==> config.mk <==
export PLATFORM = sky130hd
export DESIGN_NAME = sram_1024x11_ctrl
export DESIGN_NICKNAME = d
export VERILOG_FILES = /design/src/rtl/sram_1024x11_ctrl_pkg.sv /design/src/rtl/sram_rsp_hold.sv /design/src/rtl/sram_1024x11_ctrl.sv
export SDC_FILE = /design/constraint.sdc
export NUM_CORES = 1
export LEC_CHECK = 0
export BUFFER_PORTS_ARGS = -buffer_cell sky130_fd_sc_hd__clkbuf_2
export CAP_MARGIN = 20
export CORE_MARGIN = 2
export CORE_UTILIZATION = 48
export CTS_CLUSTER_SIZE = 40
export DETAILED_ROUTE_END_ITERATION = 6
export GPL_ROUTABILITY_DRIVEN = 0
export PLACE_DENSITY = 0.8
export SYNTH_ARGS = -nofsm -noshare
export SYNTH_HDL_FRONTEND = slang
export SYNTH_SLANG_ARGS = --single-unit
==> constraint.sdc <==
create_clock -name clock -period 2.7 [get_ports clock]
set_input_delay 0.54 -clock clock [delete_from_list [all_inputs] [get_ports clock]]
set_output_delay 0.54 -clock clock [all_outputs]
set_load 0.05 [all_outputs]
==> src/rtl/sram_1024x11_ctrl_pkg.sv <==
// Shared sizing constants and FSM state type for the 1024x11 SRAM controller.
package sram_1024x11_ctrl_pkg;
  localparam int ADDR_W = 10;
  localparam int DATA_W = 11;
  localparam int DEPTH  = 2 ** ADDR_W;

  typedef enum logic [1:0] {
    RST_WAIT = 2'd0,
    INIT     = 2'd1,
    RUN      = 2'd2
  } state_t;
endpackage

==> src/rtl/sram_rsp_hold.sv <==
// Read response path: SRAM-sourced data, write-first bypass register and a
// hold register that freezes a response while the consumer back-pressures.
module sram_rsp_hold #(
  parameter int ADDR_W = sram_1024x11_ctrl_pkg::ADDR_W,
  parameter int DATA_W = sram_1024x11_ctrl_pkg::DATA_W
) (
  input  logic              clock,
  input  logic              reset_n,
  input  logic              rd_fire,
  input  logic [ADDR_W-1:0] rd_addr,
  input  logic              wr_fire,
  input  logic [ADDR_W-1:0] wr_addr,
  input  logic [DATA_W-1:0] wr_data,
  input  logic [DATA_W-1:0] sram_r_data,
  input  logic              resp_ready,
  output logic              resp_valid,
  output logic [DATA_W-1:0] resp_data
);
  logic              infl;      // SRAM read data is on sram_r_data this cycle
  logic              byp_vld;   // response comes from the bypass register
  logic [DATA_W-1:0] byp_data;
  logic              hold_vld;  // response comes from the hold register
  logic [DATA_W-1:0] hold_data;
  logic              collide;

  // Same-address write in the read's cycle wins over the macro's collision result.
  assign collide    = wr_fire && (wr_addr == rd_addr);
  assign resp_valid = infl || byp_vld || hold_vld;
  assign resp_data  = hold_vld ? hold_data : (byp_vld ? byp_data : sram_r_data);

  // A new read only fires once the previous response is gone or being taken,
  // so fire always replaces whatever was presented before.
  always_ff @(posedge clock or negedge reset_n) begin
    if (!reset_n) begin
      infl      <= 1'b0;
      byp_vld   <= 1'b0;
      byp_data  <= '0;
      hold_vld  <= 1'b0;
      hold_data <= '0;
    end else if (rd_fire) begin
      infl     <= !collide;
      byp_vld  <= collide;
      hold_vld <= 1'b0;
      if (collide) byp_data <= wr_data;
    end else if (resp_valid && resp_ready) begin
      infl     <= 1'b0;
      byp_vld  <= 1'b0;
      hold_vld <= 1'b0;
    end else if (infl) begin
      // Stalled SRAM response: snapshot it so later writes cannot change it.
      infl      <= 1'b0;
      hold_vld  <= 1'b1;
      hold_data <= sram_r_data;
    end
  end
endmodule

==> src/rtl/sram_1024x11_ctrl.sv <==
// SRAM controller: init sweep after reset, then one read and one write per
// cycle with ready/valid handshakes and a registered response path.
module sram_1024x11_ctrl #(
  parameter int              ADDR_W     = sram_1024x11_ctrl_pkg::ADDR_W,
  parameter int              DATA_W     = sram_1024x11_ctrl_pkg::DATA_W,
  parameter logic [DATA_W-1:0] INIT_VALUE = '0
) (
  input  logic              clock,
  input  logic              reset_n,
  input  logic              req_valid,
  output logic              req_ready,
  input  logic [ADDR_W-1:0] req_addr,
  output logic              resp_valid,
  input  logic              resp_ready,
  output logic [DATA_W-1:0] resp_data,
  input  logic              wr_valid,
  output logic              wr_ready,
  input  logic [ADDR_W-1:0] wr_addr,
  input  logic [DATA_W-1:0] wr_data,
  output logic              init_done,
  output logic              sram_r_en,
  output logic [ADDR_W-1:0] sram_r_addr,
  input  logic [DATA_W-1:0] sram_r_data,
  output logic              sram_w_en,
  output logic [ADDR_W-1:0] sram_w_addr,
  output logic [DATA_W-1:0] sram_w_data
);
  import sram_1024x11_ctrl_pkg::*;

  state_t            state;
  logic [ADDR_W-1:0] cnt;
  logic              run_q;
  logic              rd_fire;
  logic              wr_fire;
  logic              in_init;

  // Sequencer: wait one edge after reset, sweep every address, then serve traffic.
  always_ff @(posedge clock or negedge reset_n) begin
    if (!reset_n) begin
      state <= RST_WAIT;
      cnt   <= '0;
      run_q <= 1'b0;
    end else begin
      case (state)
        RST_WAIT: begin
          state <= INIT;
          cnt   <= '0;
        end
        INIT: begin
          cnt <= cnt + 1'b1;
          if (&cnt) begin
            state <= RUN;
            run_q <= 1'b1;
          end
        end
        RUN:     run_q <= 1'b1;
        default: begin
          state <= RST_WAIT;
          run_q <= 1'b0;
        end
      endcase
    end
  end

  assign in_init   = (state == INIT);
  assign init_done = run_q;
  assign wr_ready  = run_q;
  assign req_ready = run_q && (!resp_valid || resp_ready);
  assign rd_fire   = req_valid && req_ready;
  assign wr_fire   = wr_valid && wr_ready;

  assign sram_r_en   = rd_fire;
  assign sram_r_addr = req_addr;
  assign sram_w_en   = in_init || wr_fire;
  assign sram_w_addr = in_init ? cnt : wr_addr;
  assign sram_w_data = in_init ? INIT_VALUE : wr_data;

  sram_rsp_hold #(
    .ADDR_W(ADDR_W),
    .DATA_W(DATA_W)
  ) u_rsp (
    .clock       (clock),
    .reset_n     (reset_n),
    .rd_fire     (rd_fire),
    .rd_addr     (req_addr),
    .wr_fire     (wr_fire),
    .wr_addr     (wr_addr),
    .wr_data     (wr_data),
    .sram_r_data (sram_r_data),
    .resp_ready  (resp_ready),
    .resp_valid  (resp_valid),
    .resp_data   (resp_data)
  );
endmodule

After elaboration in Yosys (flattened, before gate mapping):

Index checks and enable logic that the tools add are counted.

* bits in latches: 0
* output and inout port bits: 48
* ROM bits: 0
* logic and storage cells: 52
* bits in registers: 38
* memories kept: 0
* bits of input ports: 47
* bits in writable memories: 0

* magnitude comparators: 0
* reduce and logical (&&, ||, !) cells: 20
* divide/modulo/power cells: 0
* shift-type cells: 0
* mux-type cells: 15
* add/sub/neg operators: 1
* $mul: 0
* bitwise gates (word level): 4
* eq/ne operators: 4

Operators by type and width (number)
* $mux W11: 3
* $pmux W10 S2: 1
* $add A10 B1 Y10 const B: 1
* $eq A10 B10 Y1: 1
* $mux W10: 1
* $reduce_and A10 Y1: 1
* $mux W1: 7
* $pmux W2 S3: 1
* $reduce_and A2 Y1: 3
* $logic_and A1 B1 Y1: 5
* $logic_or A1 B1 Y1: 4
* $not A1 Y1: 4
* $reduce_bool A2 Y1: 2
* $pmux W1 S3: 1
* $reduce_and A3 Y1: 1
* $reduce_bool A3 Y1: 1
* $eq A2 B1 Y1 const B: 1
* $eq A2 B2 Y1 const B: 1
* $logic_not A1 Y1: 2
* $logic_not A2 Y1: 1
* $mux W2: 1
* $ne A2 B1 Y1 const B: 1

Logic depth before layout (Yosys ltp):

* depth in word-level cells: 8
* gate-level depth with buffers: 7
* mapped depth without buffers: 6

Hierarchy:

A second synthesis with hierarchy kept.

* cell total of the unflattened synthesis: 236
* area, all modules: 2462.4 µm²

Modules (own cells, without submodules)
* sram_rsp_hold: cells an instance 109, area each 1340.0 µm², instances 1
* sram_1024x11_ctrl: cells an instance 127, area each 1122.3 µm², instances 1

Worst setup path before layout:

OpenSTA, ideal clock, no wires.

* kind: register -> output
* from: register u_rsp.byp_vld
* to: output resp_data[0]
* data arrival time: 2.111 ns
* path slack: 0.049 ns
* path buffers: 2
* cell stages (with the launch flop): 5
* data required time: 2.160 ns
* cell sequence: dfrtp_1 -> buf_2 -> buf_1 -> mux2i_1 -> o21ai_0

* cells in the longest elaborated chain, start to end: 2

RTL lines
* from (decl): line sram_rsp_hold.sv:20 `logic byp_vld;`
* from (signal assigned): line sram_rsp_hold.sv:42 `byp_vld <= collide;`
* $mux W11 (2 in a row): line sram_rsp_hold.sv:29 `assign resp_data = hold_vld ? hold_data : (byp_vld ? byp_data : sram_r_data);`
* to (decl): line sram_1024x11_ctrl.sv:15 `output logic [DATA_W-1:0] resp_data,`

No other way between the ends.

Worst setup path after layout:

* from: register state[1]
* to: output sram_w_addr[3]

* cells in the longest elaborated chain, start to end: 2

RTL lines
* from (decl): line sram_1024x11_ctrl.sv:30 `state_t state;`
* from (signal assigned): line sram_1024x11_ctrl.sv:40 `state <= RST_WAIT;`
* from (signal assigned): line sram_1024x11_ctrl.sv:46 `state <= INIT;`
* from (signal assigned): line sram_1024x11_ctrl.sv:52 `state <= RUN;`
* $eq A2 B1 Y1: line sram_1024x11_ctrl.sv:65 `assign in_init = (state == INIT);`
* $mux W10: line sram_1024x11_ctrl.sv:75 `assign sram_w_addr = in_init ? cnt : wr_addr;`
* to (decl): line sram_1024x11_ctrl.sv:25 `output logic [ADDR_W-1:0] sram_w_addr,`

No other way between the ends.

==> flow_summary.ini <==
[die]
fp.dieArea_um2 = 5310
num_rows = 25
io_pins = 95
initial_core_util = 0.489
design.core.area_um2 = 4660
die_w_um = 72.9
die_h_um = 72.9

[timing]
max_freq_mhz = 434
tightest_slew_ps = 945
rsz0062_at_grt = no
drv_slew = 0
max_slew_margin = 0.370
setup_tns_ps = 0
finalHoldViolations = 0
worst_clock_skew_ps = 6.26
whs_ps = 387
layout_min_cycle_time_ps = 2310
period_share = 0.854
finalSetupViolCount = 0

[synth]
synth_area_leaders = dfrtp_1 42%, mux2_2 12%, mux2i_1 6.2%
synth_edf_count = 0
synth_fp_nets = 259
synthArstFlopShare = 1.00
synth.distinct_cells = 32
synth.ff_latch_count = 38
synth_top_area_share = 0.418
syn_area_um2 = 2280
yosysTopAreaCell = dfrtp_1
ys_warn_count = 0
syn_inst = 208
syn_avg_cell_area_um2 = 10.9
synth-seq-area-share = 0.418
ys.flop_type = dfrtp_1

[setup_path]
crit_required_ps = 2160
slowest_stage = dfrtp_1
path_max_fanout = 19
cp_data_arrival_time_ps = 1770
path_cells = inv_1 > ha_1 > buf_4 > mux2_2 > clkbuf_2
endpoint_kind = output port
reg2reg_slack_ps = 660
critPathMaxStageDelay_ps = 400
cp-start-kind = flop
critical_path_class = flop to output port

[clock_tree]
htreeDepth = 2
postCtsSetupRepairBufs = 0
numClockSinks = 38
cts.path.max_buffers = 2
cts_resized = 0
tritoncts = yes
cts-buffers-inserted = 5
clock-root-buffer = clkbuf_8
cts.clk_slew.worst_paths_ps = 70
hold_buffers = 0
clock_latency_ps = 280

[drt]
route.detailed.drc = 0
ant_nets = 0
route.vias.total = 1827
wl_per_cell_um = 13.9
routed-wl-met3_um = 250
wirelength_mm = 4.84
wl_met2_mm = 2.39
highest_layer = met4
viasPerCell = 5.27
drtIter0Drc = 53
drtPass1Iterations = 4
wl_met1_mm = 2.10

[global_routing]
grt_pass1_vias = 1674
grt.total_usage = 0.194
grt_max_degree = 39
grt.overflow.total = 0
antenna_found_initial = 0
grt_pass1_wl_mm = 7.84

[layout]
syn_to_final_growth_pct = 23.0
final_nets = 344
fin_util = 0.601
drive_above_1_share = 0.481
diodes = 0

[run]
cap_violations = 0

[power]
pwr_density_cell_nw_per_um2 = 386
irDropWorstVdd_mv = 0.216
p_leak_nw = 1.49

[outcome]
outcome = finished clean

[placed_design]
port_buffers = 94
post-dp-hpwl_mm = 3.71

[min_path]
hp-class = primary input to async pin
stage by stage:
stage / power, W / std cells / setup slack, ps / instance area, um^2
2_1_floorplan: 0.000677 / 208 / 49.0 / 2280
3_3_place_gp: 0.000739 / 340 / 491 / 2720
3_5_place_dp: 0.000740 / 340 / 460 / 2720
4_1_cts: 0.00110 / 347 / 379 / 2800
5_1_grt: 0.00112 / 347 / 290 / 2800
6_report: 0.00108 / 347 / 395 / 2800
worst paths after layout:
path | from | to | cells after the start
min in group clock | resp_ready | u_rsp.hold_vld$_DFFE_PN0P_ | 2
setup reg to reg | init_done$_DFFE_PN0P_ | u_rsp.byp_data[0]$_DFFE_PN0P_ | 5
hold / removal | reset_n | u_rsp.hold_data[10]$_DFFE_PN0P_ | 1
hold reg to reg | u_rsp.hold_data[5]$_DFFE_PN0P_ | u_rsp.hold_data[5]$_DFFE_PN0P_ | 1
max in group asynchronous | reset_n | u_rsp.hold_data[3]$_DFFE_PN0P_ | 1
setup / recovery | state[1]$_DFFE_PN0P_ | sram_w_addr[3] | 5
power breakdown:
| part | switching (W) | internal (W) |
|---|---|---|
| registers | 0.0000000000000000000242 | 0.000569 |
| clock network | 0.000177 | 0.000178 |
| logic | 0.000107 | 0.0000505 |
| total | 0.000284 | 0.000797 |
final cells by class:
type                            instances  area, um^2
Multi-Input combinational cell        143        1170
Clock buffer                            7        76.3
Fill cell                             400        1860
Sequential cell                        38         951
Inverter                                6        22.5
Tap cell                               54        67.6
Timing Repair Buffer                   99         508
cells in the final DEF, fill, tap and decap left out:
| master | instances |
|---|---|
| a22o_1 | 6 |
| or4_4 | 1 |
| buf_4 | 5 |
| mux2_4 | 9 |
| a21o_1 | 1 |
| o21ai_0 | 12 |
| xor2_1 | 4 |
| clkbuf_1 | 2 |
| dfrtp_1 | 38 |
| nand2_1 | 19 |
| clkbuf_8 | 5 |
| nand3_1 | 4 |
| a21oi_1 | 2 |
| nor3_2 | 1 |
| nand4_1 | 3 |
| ha_1 | 4 |
| nor2_1 | 6 |
| o211ai_1 | 1 |
| and4_1 | 1 |
| xnor2_1 | 11 |
| mux2_2 | 25 |
| nor4_4 | 1 |
| nor3_1 | 1 |
| o22a_1 | 1 |
| clkbuf_2 | 94 |
| and3_1 | 2 |
| mux2i_1 | 14 |
| nand2b_1 | 2 |
| nor2b_1 | 11 |
| o21a_1 | 1 |
| inv_1 | 6 |
state kept, by name, summed over array words and instances, names as in the netlist:
name,cells
u_rsp.infl,1
state,2
u_rsp.byp_vld,1
u_rsp.hold_data,11
cnt,10
init_done,1
u_rsp.hold_vld,1
u_rsp.byp_data,11
worst max-delay path, delay by kind of cell (launching register included):
family	cells	cell delay (ps)
fa+ha+maj	1	160
buf+inv	3	550
flops	1	400
mux	1	360
kinds of logic (layout without fill, tap and decap cells):
family,after synthesis,count (layout),share of synthesized area
buffers and inverters,27,112,0.0665
AND/OR/NAND/NOR,52,52,0.124
AO/OA/AOI/OAI,24,24,0.0676
XOR/XNOR,15,15,0.0577
multiplexers,48,48,0.245
adder cells (fa/ha/maj),4,4,0.0220
flip-flops,38,38,0.418
routing by layer:
metal,global-route usage,vias to the layer above
met4,0.0844,0
met5,0,-
li1,-,884
met2,0.329,66
met3,0.0345,9
met1,0.242,868
cells in the mapped netlist, types with 2 or more instances:
library cell,count
nor2_1,6
nand4_1,3
ha_1,4
mux2i_1,14
dfrtp_1,38
and3_1,2
mux2_2,25
nand3_1,4
a21oi_1,2
o21ai_0,12
xnor2_1,11
a22o_1,6
inv_1,6
mux2_4,9
nor2b_1,11
buf_4,11
nand2_1,19
nand2b_1,2
xor2_1,4
clkbuf_1,7
(Power assumes the default switching activity.)
